`src/rtl/shift_ctrl_pkg.sv`:
```
// Shared encodings for the shift-register sequencer.
// Op codes match the universal shift register's mode-select encoding one-for-one.
package shift_ctrl_pkg;

    typedef logic [1:0] op_t;
    typedef logic [1:0] state_t;

    localparam op_t OP_NOP  = 2'b00;
    localparam op_t OP_SHR  = 2'b01;
    localparam op_t OP_SHL  = 2'b10;
    localparam op_t OP_LOAD = 2'b11;

    localparam state_t ST_IDLE  = 2'b00;
    localparam state_t ST_LOAD  = 2'b01;
    localparam state_t ST_SHIFT = 2'b10;
    localparam state_t ST_DONE  = 2'b11;

    function automatic logic is_shift_op(input op_t op);
        return (op == OP_SHR) || (op == OP_SHL);
    endfunction

endpackage

```
`src/rtl/shift_count_down.sv`:
```
// Loadable down-counter with a terminal flag raised while the count equals one.
module shift_count_down #(
    parameter int CNT_W = 3
) (
    input  logic             clk,
    input  logic             reset,
    input  logic             load_i,
    input  logic [CNT_W-1:0] load_val_i,
    input  logic             dec_i,
    output logic             last_o
);

    logic [CNT_W-1:0] count_q;
    logic [CNT_W-1:0] count_d;

    always_comb begin
        count_d = count_q;
        if (load_i) begin
            count_d = load_val_i;
        end else if (dec_i && (count_q != '0)) begin
            count_d = count_q - {{(CNT_W-1){1'b0}}, 1'b1};
        end
    end

    always_ff @(posedge clk) begin
        if (reset) begin
            count_q <= '0;
        end else begin
            count_q <= count_d;
        end
    end

    assign last_o = (count_q == {{(CNT_W-1){1'b0}}, 1'b1});

endmodule

```
`src/rtl/shift_register_sequencer.sv`:
```
// Command sequencer driving a universal shift register: one op per handshake,
// multi-bit shifts issued as repeated single shifts with q fed back on data_in.
//
// state    | meaning
// ST_IDLE  | ready for a command, register held
// ST_LOAD  | one-cycle parallel load of the latched data
// ST_SHIFT | one shift per cycle until the counter reaches its last step
// ST_DONE  | one-cycle done pulse, register holds the result
module shift_register_sequencer
    import shift_ctrl_pkg::*;
#(
    parameter int SIZE  = 4,
    parameter int CNT_W = 3
) (
    input  logic             clk,
    input  logic             reset,
    input  logic             cmd_valid,
    output logic             cmd_ready,
    input  logic [1:0]       cmd_op,
    input  logic [CNT_W-1:0] cmd_amount,
    input  logic             cmd_rotate,
    input  logic             cmd_fill,
    input  logic [SIZE-1:0]  cmd_data,
    input  logic [SIZE-1:0]  sr_q,
    output logic             sr_select_1,
    output logic             sr_select_0,
    output logic             sr_left_serial_in,
    output logic             sr_right_serial_in,
    output logic [SIZE-1:0]  sr_data_in,
    output logic             busy,
    output logic             done
);

    state_t          state_q, state_d;
    op_t             op_q, op_d;
    logic            rotate_q, rotate_d;
    logic            fill_q, fill_d;
    logic [SIZE-1:0] data_q, data_d;

    logic accept;
    logic cnt_last;
    logic in_shift;
    op_t  select;

    assign accept = cmd_valid && cmd_ready;

    always_comb begin
        state_d  = state_q;
        op_d     = op_q;
        rotate_d = rotate_q;
        fill_d   = fill_q;
        data_d   = data_q;
        case (state_q)
            ST_IDLE: begin
                if (accept) begin
                    op_d     = cmd_op;
                    rotate_d = cmd_rotate;
                    fill_d   = cmd_fill;
                    data_d   = cmd_data;
                    if (cmd_op == OP_LOAD) begin
                        state_d = ST_LOAD;
                    end else if (is_shift_op(cmd_op) && (cmd_amount != '0)) begin
                        state_d = ST_SHIFT;
                    end else begin
                        state_d = ST_DONE;
                    end
                end
            end
            ST_LOAD:  state_d = ST_DONE;
            ST_SHIFT: if (cnt_last) state_d = ST_DONE;
            default:  state_d = ST_IDLE;
        endcase
    end

    always_ff @(posedge clk) begin
        if (reset) begin
            state_q  <= ST_IDLE;
            op_q     <= OP_NOP;
            rotate_q <= 1'b0;
            fill_q   <= 1'b0;
            data_q   <= '0;
        end else begin
            state_q  <= state_d;
            op_q     <= op_d;
            rotate_q <= rotate_d;
            fill_q   <= fill_d;
            data_q   <= data_d;
        end
    end

    shift_count_down #(
        .CNT_W(CNT_W)
    ) u_count (
        .clk       (clk),
        .reset     (reset),
        .load_i    (accept),
        .load_val_i(cmd_amount),
        .dec_i     (state_q == ST_SHIFT),
        .last_o    (cnt_last)
    );

    // Reset gates every output so an aborted shift cannot clock the register once more.
    assign in_shift = (state_q == ST_SHIFT) && !reset;

    always_comb begin
        select = OP_NOP;
        if (!reset) begin
            if (state_q == ST_LOAD)       select = OP_LOAD;
            else if (state_q == ST_SHIFT) select = op_q;
        end
    end

    assign sr_select_1 = select[1];
    assign sr_select_0 = select[0];

    assign sr_data_in = (state_q == ST_LOAD) ? data_q : sr_q;

    assign sr_left_serial_in  = (in_shift && (op_q == OP_SHR)) ?
                                (rotate_q ? sr_q[0] : fill_q) : 1'b0;
    assign sr_right_serial_in = (in_shift && (op_q == OP_SHL)) ?
                                (rotate_q ? sr_q[SIZE-1] : fill_q) : 1'b0;

    assign cmd_ready = !reset && (state_q == ST_IDLE);
    assign busy      = !reset && (state_q != ST_IDLE);
    assign done      = !reset && (state_q == ST_DONE);

endmodule

```
`config.mk`:
```
export PLATFORM = sky130hd
export DESIGN_NAME = shift_register_sequencer
export DESIGN_NICKNAME = d
export VERILOG_FILES = /design/src/rtl/shift_ctrl_pkg.sv /design/src/rtl/shift_count_down.sv /design/src/rtl/shift_register_sequencer.sv
export SDC_FILE = /design/constraint.sdc
export NUM_CORES = 1
export LEC_CHECK = 0
export ABC_AREA = 0
export BUFFER_PORTS_ARGS = -buffer_cell sky130_fd_sc_hd__clkbuf_2
export CAP_MARGIN = 0
export CORE_ASPECT_RATIO = 1.1
export CORE_MARGIN = 2
export CORE_UTILIZATION = 40
export CTS_BUF_LIST = sky130_fd_sc_hd__clkbuf_2
export DETAILED_ROUTE_END_ITERATION = 10
export PLACE_DENSITY_LB_ADDON = 0.15
export SLEW_MARGIN = 0
export SYNTH_ARGS = -nofsm -noshare
export SYNTH_HDL_FRONTEND = slang
export SYNTH_HIERARCHICAL = 1
export SYNTH_SLANG_ARGS = --single-unit
export TNS_END_PERCENT = 50
```
`constraint.sdc`:
```
create_clock -name clk -period 2.5 [get_ports clk]
set_input_delay 0.5 -clock clk [delete_from_list [all_inputs] [get_ports clk]]
set_output_delay 0.5 -clock clk [all_outputs]
set_load 0.1 [all_outputs]
```
==> metrics.yaml <==
layout:
  drive_gt1_frac: 0.406
  multiInputGateArea_um2: 627
  antenna_cells: 0
  seqCellArea_um2: 260
  layout_commonest_cell: "clkbuf_2"
  nNetsFinal: 161
  layout_common_cells: "28 x clkbuf_2, 13 x nand2_1, 13 x dfxtp_1"
  nFillCells: 222
  area_growth_syn_to_layout_pct: 23.5
critical_path:
  start_kind: "flip-flop"
  crit_type: "reg -> out"
  ff2ff_path_depth: 6
  cp.arrival_ps: 1780
  rr_startpoint: "state_q[0]"
  cp_max_fo: 5
  worstPathRequired_ps: 2000
  rrSetupSlack_ps: 570
  end_kind: "output pin"
  timing.rr.end: "u_count/count_q[1]"
timing:
  tns_ps: 0
  timing.final.crit_share: 0.913
  setup_viol_count_final: 0
  setup_ws_ps: 218
  hold_viol: 0
  skew_ps: 9.42
  drv_slew: 0
  rsz0062_at_grt: "false"
  period_needed_ps: 2280
  max_freq_mhz: 438
  worstMarginPinSlew_ps: 554
  slew_headroom: 0.632
  hold_ws_ps: 417
clock_network:
  cts.path.max_buffers: 2
  cts_setup_buffers: 0
  tritoncts: "done"
  clock-root-buffer: "clkbuf_2"
  cts-htree-levels: 1
  numCtsBuffers: 3
  cts_resized: 0
  clock_latency_ps: 270
  clock_sinks: 13
  holdBufCountCts: 0
  clkTransAtPathRegs_ps: 140
floorplanning:
  io_pins: 29
  fp.dieH_um: 54.6
  fp.dieW_um: 50.0
  dieArea_mm2: 0.00273
  start_util: 0.418
  rows: 18
  core_area_mm2: 0.00223
placed_design:
  io_buffers: 28
  place_ws_ps: 433
  gp_congestion: 0.703
  hpwl_um: 1470
synth:
  synth_edf_count: 0
  ys_ff_latch: 13
  syn_inst: 103
  ys_types: 28
  ys_warn_count: 6
  synth_fp_nets: 130
  async_flop_share: 0
  postSynthAreaPerCell_um2: 9.04
  synth_seq_area_share: 0.280
  netlist_area_um2: 931
  synth_ff_type: "dfxtp_1"
run_status:
  outcome: "completed"
power:
  p_sw_frac: 0.521
  power_frac_seq: 0.282
  power.leakage_nw: 0.525
  power_density_mw_per_mm2: 940
  p_sw_mw: 0.564
  peakVddDrop_mv: 0.489
  p_int_mw: 0.517
  p_clk_frac: 0.105
  p_comb_frac: 0.613
global_route:
  grt_usage: 0.147
  grt_overflow: 0
  grt_pass1_wl_um: 2900
  antenna_found_initial: 0
  grt_max_degree: 22
  grt_pass1_vias: 634
route:
  wl_um: 1840
  ant_nets: 0
  routedWlPerCell_um: 11.3
  drc: 0
  via_per_inst: 4.79
  drt_iter0_drc: 7
  firstDrtPassIters: 4
  num_vias: 780
worst_hold_path:
  min_from: "cmd_data[3]"
  whs_path_depth: 3
  hold_path_class: "in -> reg"
  holdPathEnd: "data_q[3]"
run:
  maxCapViolCount: 0
==> metal layers <==
metal,vias up,part of all wire,track usage
met4,0,0.0092,0.0833
li1,414,-,-
met3,2,0.039,0.0246
met2,17,0.51,0.250
met1,347,0.45,0.179
met5,-,0,0
==> layout make-up <==
class	count	share of cell area
inverters	6	0.0196
clock buffers	4	0.0174
repair buffers	29	0.159
multi-input cells	81	0.545
flip-flops and latches	13	0.226
well taps	30	0.0326
==> cells in the mapped netlist (2+ instances only) <==
master | count | area, um^2
nor2_1 | 7 | 26.3
dfxtp_1 | 13 | 260
nor3_1 | 4 | 20.0
nand2_1 | 13 | 48.8
o21ai_2 | 8 | 70.1
a21oi_1 | 5 | 25.0
inv_1 | 6 | 22.5
nor2b_1 | 5 | 31.3
mux2i_1 | 2 | 20.0
ha_1 | 9 | 113
nand2b_1 | 11 | 68.8
mux2_2 | 4 | 45.0
==> worst max-delay path: stages, from the launching register on <==
cell      delay [ps]
dfxtp_1          380
inv_1            100
ha_1             300
mux2_2           370
clkbuf_2         370
==> registers in the layout (all words and copies together) (netlist names) <==
register / cells
rotate_q: 1
u_count/count_q: 3
state_q: 2
op_q: 2
data_q: 4
fill_q: 1
==> power by group through the flow <==
| stage | clock network (mW) | logic (mW) | registers (mW) |
|---|---|---|---|
| floorplan | 0 | 0.571 | 0.297 |
| global placement | 0 | 0.659 | 0.308 |
| detailed placement | 0 | 0.667 | 0.309 |
| CTS | 0.121 | 0.669 | 0.304 |
| global route | 0.129 | 0.716 | 0.312 |
| finish | 0.114 | 0.663 | 0.304 |
==> kinds of logic after synthesis <==
| kind of cell | after synthesis | synth area share |
|---|---|---|
| compound gates | 19 | 0.187 |
| fa+ha+maj | 9 | 0.121 |
| buf+inv | 9 | 0.0605 |
| flops | 13 | 0.280 |
| mux | 6 | 0.0699 |
| simple gates | 47 | 0.282 |
==> stage by stage <==
step                      power (mW)  instances   util  cell area [um^2]
after floorplan                0.868        103      -               941
after global placement         0.967        159  0.506              1130
after detailed placement       0.976        159  0.506              1130
after CTS                       1.09        163  0.515              1150
after global routing            1.16        163  0.516              1150
final                           1.08        163  0.516              1150
==> worst max path at each step <==
stage | from | endpoint | slack, ps | cells after the start
final | state_q[1] | sr_data_in[2] | 220 | 4
after floorplan | state_q[0] | sr_left_serial_in | -170 | 5
after CTS | state_q[0] | sr_left_serial_in | 90 | 6
after global placement | state_q[0] | sr_left_serial_in | 450 | 6
after global routing | state_q[1] | sr_data_in[1] | 50 | 4
after detailed placement | state_q[0] | sr_left_serial_in | 430 | 6
Power figures use the tool's default switching activity.
